### src/rtl/quicksort_pkg.sv
// Shared encodings for the quicksort host: Gray-coded host states and sorter command codes.
// Pure declarations, no latency or backpressure of its own.
`ifndef GRAY
`define GRAY(n) ((n) ^ ((n) >> 1))
`endif

package quicksort_pkg;

  localparam logic [2:0] ST_IDLE_C  = `GRAY(3'd0);
  localparam logic [2:0] ST_CLEAR_C = `GRAY(3'd1);
  localparam logic [2:0] ST_FILL_C  = `GRAY(3'd2);
  localparam logic [2:0] ST_PUSH_C  = `GRAY(3'd3);
  localparam logic [2:0] ST_SORT_C  = `GRAY(3'd4);
  localparam logic [2:0] ST_DRAIN_C = `GRAY(3'd5);
  localparam logic [2:0] ST_POP_C   = `GRAY(3'd6);

  typedef enum logic [2:0] {
    ST_IDLE  = ST_IDLE_C,
    ST_CLEAR = ST_CLEAR_C,
    ST_FILL  = ST_FILL_C,
    ST_PUSH  = ST_PUSH_C,
    ST_SORT  = ST_SORT_C,
    ST_DRAIN = ST_DRAIN_C,
    ST_POP   = ST_POP_C
  } host_state_e;

  // Codes double as the bit index of each toggle inside the command toggler.
  typedef enum logic [1:0] {
    CMD_CLEAR = 2'd0,
    CMD_PUSH  = 2'd1,
    CMD_SORT  = 2'd2,
    CMD_POP   = 2'd3
  } qs_cmd_e;

endpackage

### src/rtl/qs_cmd_toggler.sv
// Issues one sorter command as a single toggle edge, waits CMD_GAP cycles, then waits for qs_idle.
// done pulses the cycle qs_idle is seen; go is ignored while busy; enable=0 freezes everything.
module qs_cmd_toggler
  import quicksort_pkg::*;
#(
  parameter int CMD_GAP = 4
) (
  input  logic    clk,
  input  logic    rstn,
  input  logic    enable,
  input  logic    go,
  input  qs_cmd_e cmd,
  input  logic    qs_idle,
  output logic    qs_clear,
  output logic    qs_push,
  output logic    qs_sort,
  output logic    qs_pop,
  output logic    busy,
  output logic    done
);

  localparam int GW = $clog2(CMD_GAP + 1);

  typedef enum logic [1:0] {T_IDLE, T_GAP, T_WAIT} tphase_e;

  tphase_e       phase_q, phase_d;
  logic [GW-1:0] gap_q, gap_d;
  logic [3:0]    tog_q, tog_d;

  always_comb begin
    phase_d = phase_q;
    gap_d   = gap_q;
    tog_d   = tog_q;
    done    = 1'b0;
    if (enable) begin
      unique case (phase_q)
        T_IDLE: if (go) begin
          tog_d[cmd] = ~tog_q[cmd];
          gap_d      = GW'(CMD_GAP);
          phase_d    = T_GAP;
        end
        T_GAP: if (gap_q == GW'(1)) phase_d = T_WAIT;
               else gap_d = gap_q - GW'(1);
        T_WAIT: if (qs_idle) begin
          done    = 1'b1;
          phase_d = T_IDLE;
        end
        default: phase_d = T_IDLE;
      endcase
    end
  end

  always_ff @(posedge clk or negedge rstn) begin
    if (!rstn) begin
      phase_q <= T_IDLE;
      gap_q   <= '0;
      tog_q   <= '0;
    end else begin
      phase_q <= phase_d;
      gap_q   <= gap_d;
      tog_q   <= tog_d;
    end
  end

  assign busy     = (phase_q != T_IDLE);
  assign qs_clear = tog_q[CMD_CLEAR];
  assign qs_push  = tog_q[CMD_PUSH];
  assign qs_sort  = tog_q[CMD_SORT];
  assign qs_pop   = tog_q[CMD_POP];

endmodule

### src/rtl/quicksort_host.sv
// Loads one input frame into a toggle-command quicksort, sorts it and streams it back out in order.
// Latency is command-bound (gap + sorter busy per word); s_ready only in FILL, m_data held while m_valid.
module quicksort_host
  import quicksort_pkg::*;
#(
  parameter int A_D_MSB = 7,
  parameter int A_P_MSB = 3,
  parameter int CMD_GAP = 4
) (
  input  logic             clk,
  input  logic             rstn,
  input  logic             enable,
  input  logic [A_D_MSB:0] s_data,
  input  logic             s_valid,
  input  logic             s_last,
  output logic             s_ready,
  output logic [A_D_MSB:0] m_data,
  output logic             m_valid,
  output logic             m_last,
  input  logic             m_ready,
  output logic             qs_push,
  output logic             qs_pop,
  output logic             qs_clear,
  output logic             qs_sort,
  output logic [A_D_MSB:0] qs_rx_data,
  input  logic [A_D_MSB:0] qs_tx_data,
  input  logic             qs_full,
  input  logic             qs_empty,
  input  logic             qs_idle,
  output logic             ovf,
  output logic [2:0]       cst,
  output logic [2:0]       nst
);

  localparam int             CW      = A_P_MSB + 2;
  localparam logic [CW-1:0]  CNT_MAX = CW'(1) << (A_P_MSB + 1);

  host_state_e      state_q, state_d;
  logic [CW-1:0]    cnt_q, cnt_d;
  logic             ovf_q, ovf_d;
  logic [A_D_MSB:0] rx_q, rx_d;
  logic             last_q, last_d;
  logic             go, busy, done;
  qs_cmd_e          cmd;

  qs_cmd_toggler #(.CMD_GAP(CMD_GAP)) u_toggler (
    .clk     (clk),
    .rstn    (rstn),
    .enable  (enable),
    .go      (go),
    .cmd     (cmd),
    .qs_idle (qs_idle),
    .qs_clear(qs_clear),
    .qs_push (qs_push),
    .qs_sort (qs_sort),
    .qs_pop  (qs_pop),
    .busy    (busy),
    .done    (done)
  );

  always_comb begin
    state_d = state_q;
    cnt_d   = cnt_q;
    ovf_d   = ovf_q;
    rx_d    = rx_q;
    last_d  = last_q;
    go      = 1'b0;
    cmd     = CMD_CLEAR;
    s_ready = 1'b0;
    m_valid = 1'b0;
    if (enable) begin
      unique case (state_q)
        ST_IDLE: if (s_valid) state_d = ST_CLEAR;
        ST_CLEAR: begin
          go = ~busy;
          if (go) begin
            cnt_d = '0;
            ovf_d = 1'b0;
          end
          if (done) state_d = ST_FILL;
        end
        ST_FILL: begin
          s_ready = 1'b1;
          if (s_valid) begin
            if (!qs_full) begin
              rx_d    = s_data;
              last_d  = s_last;
              cnt_d   = (cnt_q == CNT_MAX) ? cnt_q : cnt_q + CW'(1);
              state_d = ST_PUSH;
            end else begin
              ovf_d = 1'b1;
              if (s_last) state_d = ST_SORT;
            end
          end
        end
        ST_PUSH: begin
          cmd = CMD_PUSH;
          go  = ~busy;
          if (done) state_d = last_q ? ST_SORT : ST_FILL;
        end
        ST_SORT: begin
          cmd = CMD_SORT;
          go  = ~busy;
          if (done) state_d = ST_DRAIN;
        end
        ST_DRAIN: begin
          m_valid = qs_idle & ~qs_empty & (cnt_q != '0);
          if (m_valid && m_ready) begin
            cnt_d   = cnt_q - CW'(1);
            state_d = ST_POP;
          end else if (cnt_q == '0 || qs_empty) begin
            state_d = ST_IDLE;
          end
        end
        ST_POP: begin
          cmd = CMD_POP;
          go  = ~busy;
          if (done) state_d = ST_DRAIN;
        end
        default: state_d = ST_IDLE;
      endcase
    end
  end

  always_ff @(posedge clk or negedge rstn) begin
    if (!rstn) begin
      state_q <= ST_IDLE;
      cnt_q   <= '0;
      ovf_q   <= 1'b0;
      rx_q    <= '0;
      last_q  <= 1'b0;
    end else begin
      state_q <= state_d;
      cnt_q   <= cnt_d;
      ovf_q   <= ovf_d;
      rx_q    <= rx_d;
      last_q  <= last_d;
    end
  end

  assign m_data     = m_valid ? qs_tx_data : '0;
  assign m_last     = m_valid & (cnt_q == CW'(1));
  assign qs_rx_data = rx_q;
  assign ovf        = ovf_q;
  assign cst        = state_q;
  assign nst        = state_d;

endmodule
### config.mk
export PLATFORM = sky130hd
export DESIGN_NAME = quicksort_host
export DESIGN_NICKNAME = d
export VERILOG_FILES = /design/src/rtl/quicksort_pkg.sv /design/src/rtl/qs_cmd_toggler.sv /design/src/rtl/quicksort_host.sv
export SDC_FILE = /design/constraint.sdc
export NUM_CORES = 1
export LEC_CHECK = 0
export CORE_ASPECT_RATIO = 0.75
export CORE_MARGIN = 5
export CORE_UTILIZATION = 45
export CTS_BUF_LIST = sky130_fd_sc_hd__clkbuf_16
export CTS_CLUSTER_SIZE = 12
export DETAILED_ROUTE_END_ITERATION = 10
export PLACE_DENSITY = 0.78
export SYNTH_ARGS = -nofsm -noshare
export SYNTH_HDL_FRONTEND = slang
export SYNTH_SLANG_ARGS = --single-unit
### constraint.sdc
create_clock -name clk -period 6 [get_ports clk]
set_clock_uncertainty 0.1 [all_clocks]
set_input_delay 1.2 -clock clk [delete_from_list [all_inputs] [get_ports clk]]
set_output_delay 1.2 -clock clk [all_outputs]
set_load 0.05 [all_outputs]
==> impl_metrics.env <==
export IMPL_cp_arrival_ns=3.69
export IMPL_tightest_slew_ns=0.7780
export IMPL_cts_sinks=27
export IMPL_synth_top_family_by_area="simple AND/OR/NAND/NOR gates"
export IMPL_combPwrFrac=0.509
export IMPL_drtIter0Drc=62
export IMPL_rsz0062_at_grt="no"
export IMPL_synth_warnings=0
export IMPL_syn_num_nets=205
export IMPL_synthAdderAreaFrac=0.04313
export IMPL_hold_path_cell_count=1
export IMPL_vdd_ir_drop_max_uv=228.8
export IMPL_synthXorXnorAreaFrac=0.005032
export IMPL_reg2reg_slack_ns=3.69
export IMPL_endpoint="nst[0]"
export IMPL_required_ns=4.70
export IMPL_critPathCaptureType="output pin"
export IMPL_dpl_hpwl_um=3288
export IMPL_cts_clk_slew_worst_paths_ns=0.07
export IMPL_cap_violations=0
export IMPL_drtAntennaViolNets=0
export IMPL_timing_setup_tns_ns=0
export IMPL_final_cell_mix="clkdlybuf4s50_1, dfrtp_1, nand2_1"
export IMPL_placed_cells=275
export IMPL_die_width_um=81.81
export IMPL_syn_inst=174
export IMPL_ys_seq_area_frac=0.3882
export IMPL_p_clk_frac=0.162
export IMPL_min_period_ns=4.990
export IMPL_critPathKind="in2out"
export IMPL_grt_pass1_wl_um=7355
export IMPL_p_leak_nw=1.025
export IMPL_switching_share=0.4624
export IMPL_hold_ws_ns=0.4091
export IMPL_ios=55
export IMPL_powerDensity_nw_per_um2=400.9
export IMPL_crit_reg2reg_launch="cst[2]"
export IMPL_grt_pass1_vias=1494
export IMPL_numCtsBuffers=3
export IMPL_final_max_slew_violation_count=0
export IMPL_final_nets=259
export IMPL_routed_wl_um=4391
export IMPL_slew_headroom=0.4813
export IMPL_root_buffer="clkbuf_16"
export IMPL_power_internal_w=0.0005181
export IMPL_clock_latency_ns=0.26
export IMPL_crit_path_start_kind="primary input"
export IMPL_grtUsageTotal=0.1748
export IMPL_r2r_cells=4
export IMPL_diodes=0
export IMPL_final_common_cell="clkdlybuf4s50_1"
export IMPL_start_util=0.4723
export IMPL_first_pass_iters=4
export IMPL_htree_levels=1
export IMPL_synth_area_per_cell_sq_um=10.00
export IMPL_cts_tree="yes"
export IMPL_die_area_sq_um=5224
export IMPL_syn2layout_area_growth_pct=38.10
export IMPL_synth_compound_area_frac=0.1804
export IMPL_yosys_area_share_simple=0.2358
export IMPL_ys_flop_type="dfrtp_1"
export IMPL_wl_per_cell_um=15.74
export IMPL_yosysUniqueCellTypes=55
export IMPL_cp_slowest_cell="clkdlybuf4s50_1"
export IMPL_core_area_sq_um=3685
export IMPL_synth_edff_count=0
export IMPL_rows=19
export IMPL_synthMuxAreaShare=0.1093
export IMPL_cp_startpoint="enable"
export IMPL_post_cts_buffers=0
export IMPL_finalCritPeriodShare=0.8316
export IMPL_layoutNonFillerInstCount=279
export IMPL_worstPathMaxFanout=13
export IMPL_setup_violations=0
export IMPL_outcome="finished, final reports clean"
export IMPL_async_flop_share=1.000
export IMPL_drc=0
export IMPL_place_gp_congestion=0.8109
export IMPL_io_buffers=54
export IMPL_synth_seq_cells=27
export IMPL_fp_dieH_um=63.86
export IMPL_seq_power_share=0.330
export IMPL_crit_chain="clkdlybuf4s50_1 -> nand4b_1 -> a211oi_1 -> o211ai_1 -> a32oi_1 -> clkdlybuf4s50_1"
export IMPL_hold_viol=0
export IMPL_via_per_inst=5.523
export IMPL_max_freq_mhz=200.4
export IMPL_post_cts_resize_count=0
export IMPL_vias=1541
export IMPL_p_sw_w=0.0004456
export IMPL_slowest_delay_ns=0.84
export IMPL_antenna_found_initial=0
export IMPL_r2r_end="qs_rx_data[4]"
export IMPL_grt_max_degree=28
export IMPL_syn_area_sq_um=1740
export IMPL_crit_top_cell="clkdlybuf4s50_1"
export IMPL_clockBufferDepth=2
export IMPL_hp_class="reg2reg"
export IMPL_drive_above_1_share=0.1233
export IMPL_gr_total_overflow=0
export IMPL_postCtsHoldBufs=0
==> cell families after synthesis <==
| group | count (synthesis) |
|---|---|
| buffers and inverters | 15 |
| AND/OR/NAND/NOR | 66 |
| multiplexers | 14 |
| flip-flops | 27 |
| AO/OA/AOI/OAI | 45 |
| XOR/XNOR | 1 |
| adder cells (fa/ha/maj) | 6 |
==> state kept, by name (all words and copies together) (netlist names) <==
register	count
u_toggler.tog_q	4
cst	3
u_toggler.phase_q	2
qs_rx_data	8
ovf	1
u_toggler.gap_q	3
last_q	1
cnt_q	5
==> metrics by stage <==
stage | utilization | area, sq um | total power [W] | setup WS, ns
6_report | 0.6523 | 2404 | 0.0009637 | 1.010
5_1_grt | 0.6523 | 2404 | 0.001022 | 0.8626
4_1_cts | 0.6523 | 2404 | 0.0009688 | 1.003
3_5_place_dp | 0.6299 | 2321 | 0.0008084 | 1.002
3_3_place_gp | 0.6299 | 2321 | 0.0008021 | 1.050
2_1_floorplan | - | 1740 | 0.0006483 | 1.942
==> area by class of cell <==
cell class | instances | area [sq um]
inverters | 9 | 33.78
multi-input cells | 132 | 998.5
fillers | 319 | 1281
clock buffers | 3 | 75.07
clock inverters | 1 | 7.507
well taps | 52 | 65.06
repair buffers | 55 | 548.0
flip-flops and latches | 27 | 675.6
==> layer usage <==
metal  global-route usage  up-vias  routed length, um
li1                     -      739                  -
met1               0.2500      744               2026
met2               0.2813       53               2044
met3              0.04073        5                301
met4              0.01245        0                 19
met5                    0        -                  0
==> critical path: cells and delay by family <==
kind | cells | cell delay [ns]
AND/OR/NAND/NOR | 1 | 0.21
buffers and inverters | 2 | 1.62
AO/OA/AOI/OAI | 3 | 0.65
==> synthesized netlist by cell type (3+ instances only) <==
master | number | area (sq um)
dfrtp_1 | 27 | 675.7
nand2_1 | 16 | 60.06
o21ai_0 | 11 | 55.05
and2_1 | 10 | 62.56
mux2_4 | 9 | 135.1
nor2_1 | 9 | 33.78
a21oi_1 | 8 | 40.04
inv_1 | 7 | 26.28
ha_1 | 6 | 75.07
nand2b_1 | 6 | 37.54
o31ai_1 | 5 | 37.54
nor2b_1 | 4 | 25.02
a22o_1 | 3 | 26.28
a31oi_1 | 3 | 18.77
mux2_2 | 3 | 33.78
==> power by group through the flow <==
stage | clock network [W] | logic [W] | registers, W
after floorplan | 0 | 0.000267 | 0.000382
after global placement | 0 | 0.000485 | 0.000317
after detailed placement | 0 | 0.000490 | 0.000318
after CTS | 0.000159 | 0.000493 | 0.000316
after global routing | 0.000166 | 0.000528 | 0.000328
final | 0.000156 | 0.000490 | 0.000318
==> how the worst min path moves through the flow <==
stage | startpoint | to | slack (ns)
floorplan | u_toggler.gap_q[1] | u_toggler.gap_q[1] | 0.39
global placement | qs_rx_data[4] | qs_rx_data[4] | 0.39
detailed placement | qs_rx_data[6] | qs_rx_data[6] | 0.40
CTS | qs_rx_data[6] | qs_rx_data[6] | 0.41
global route | qs_rx_data[6] | qs_rx_data[6] | 0.43
finish | qs_rx_data[6] | qs_rx_data[6] | 0.41
(Power assumes the default switching activity.)
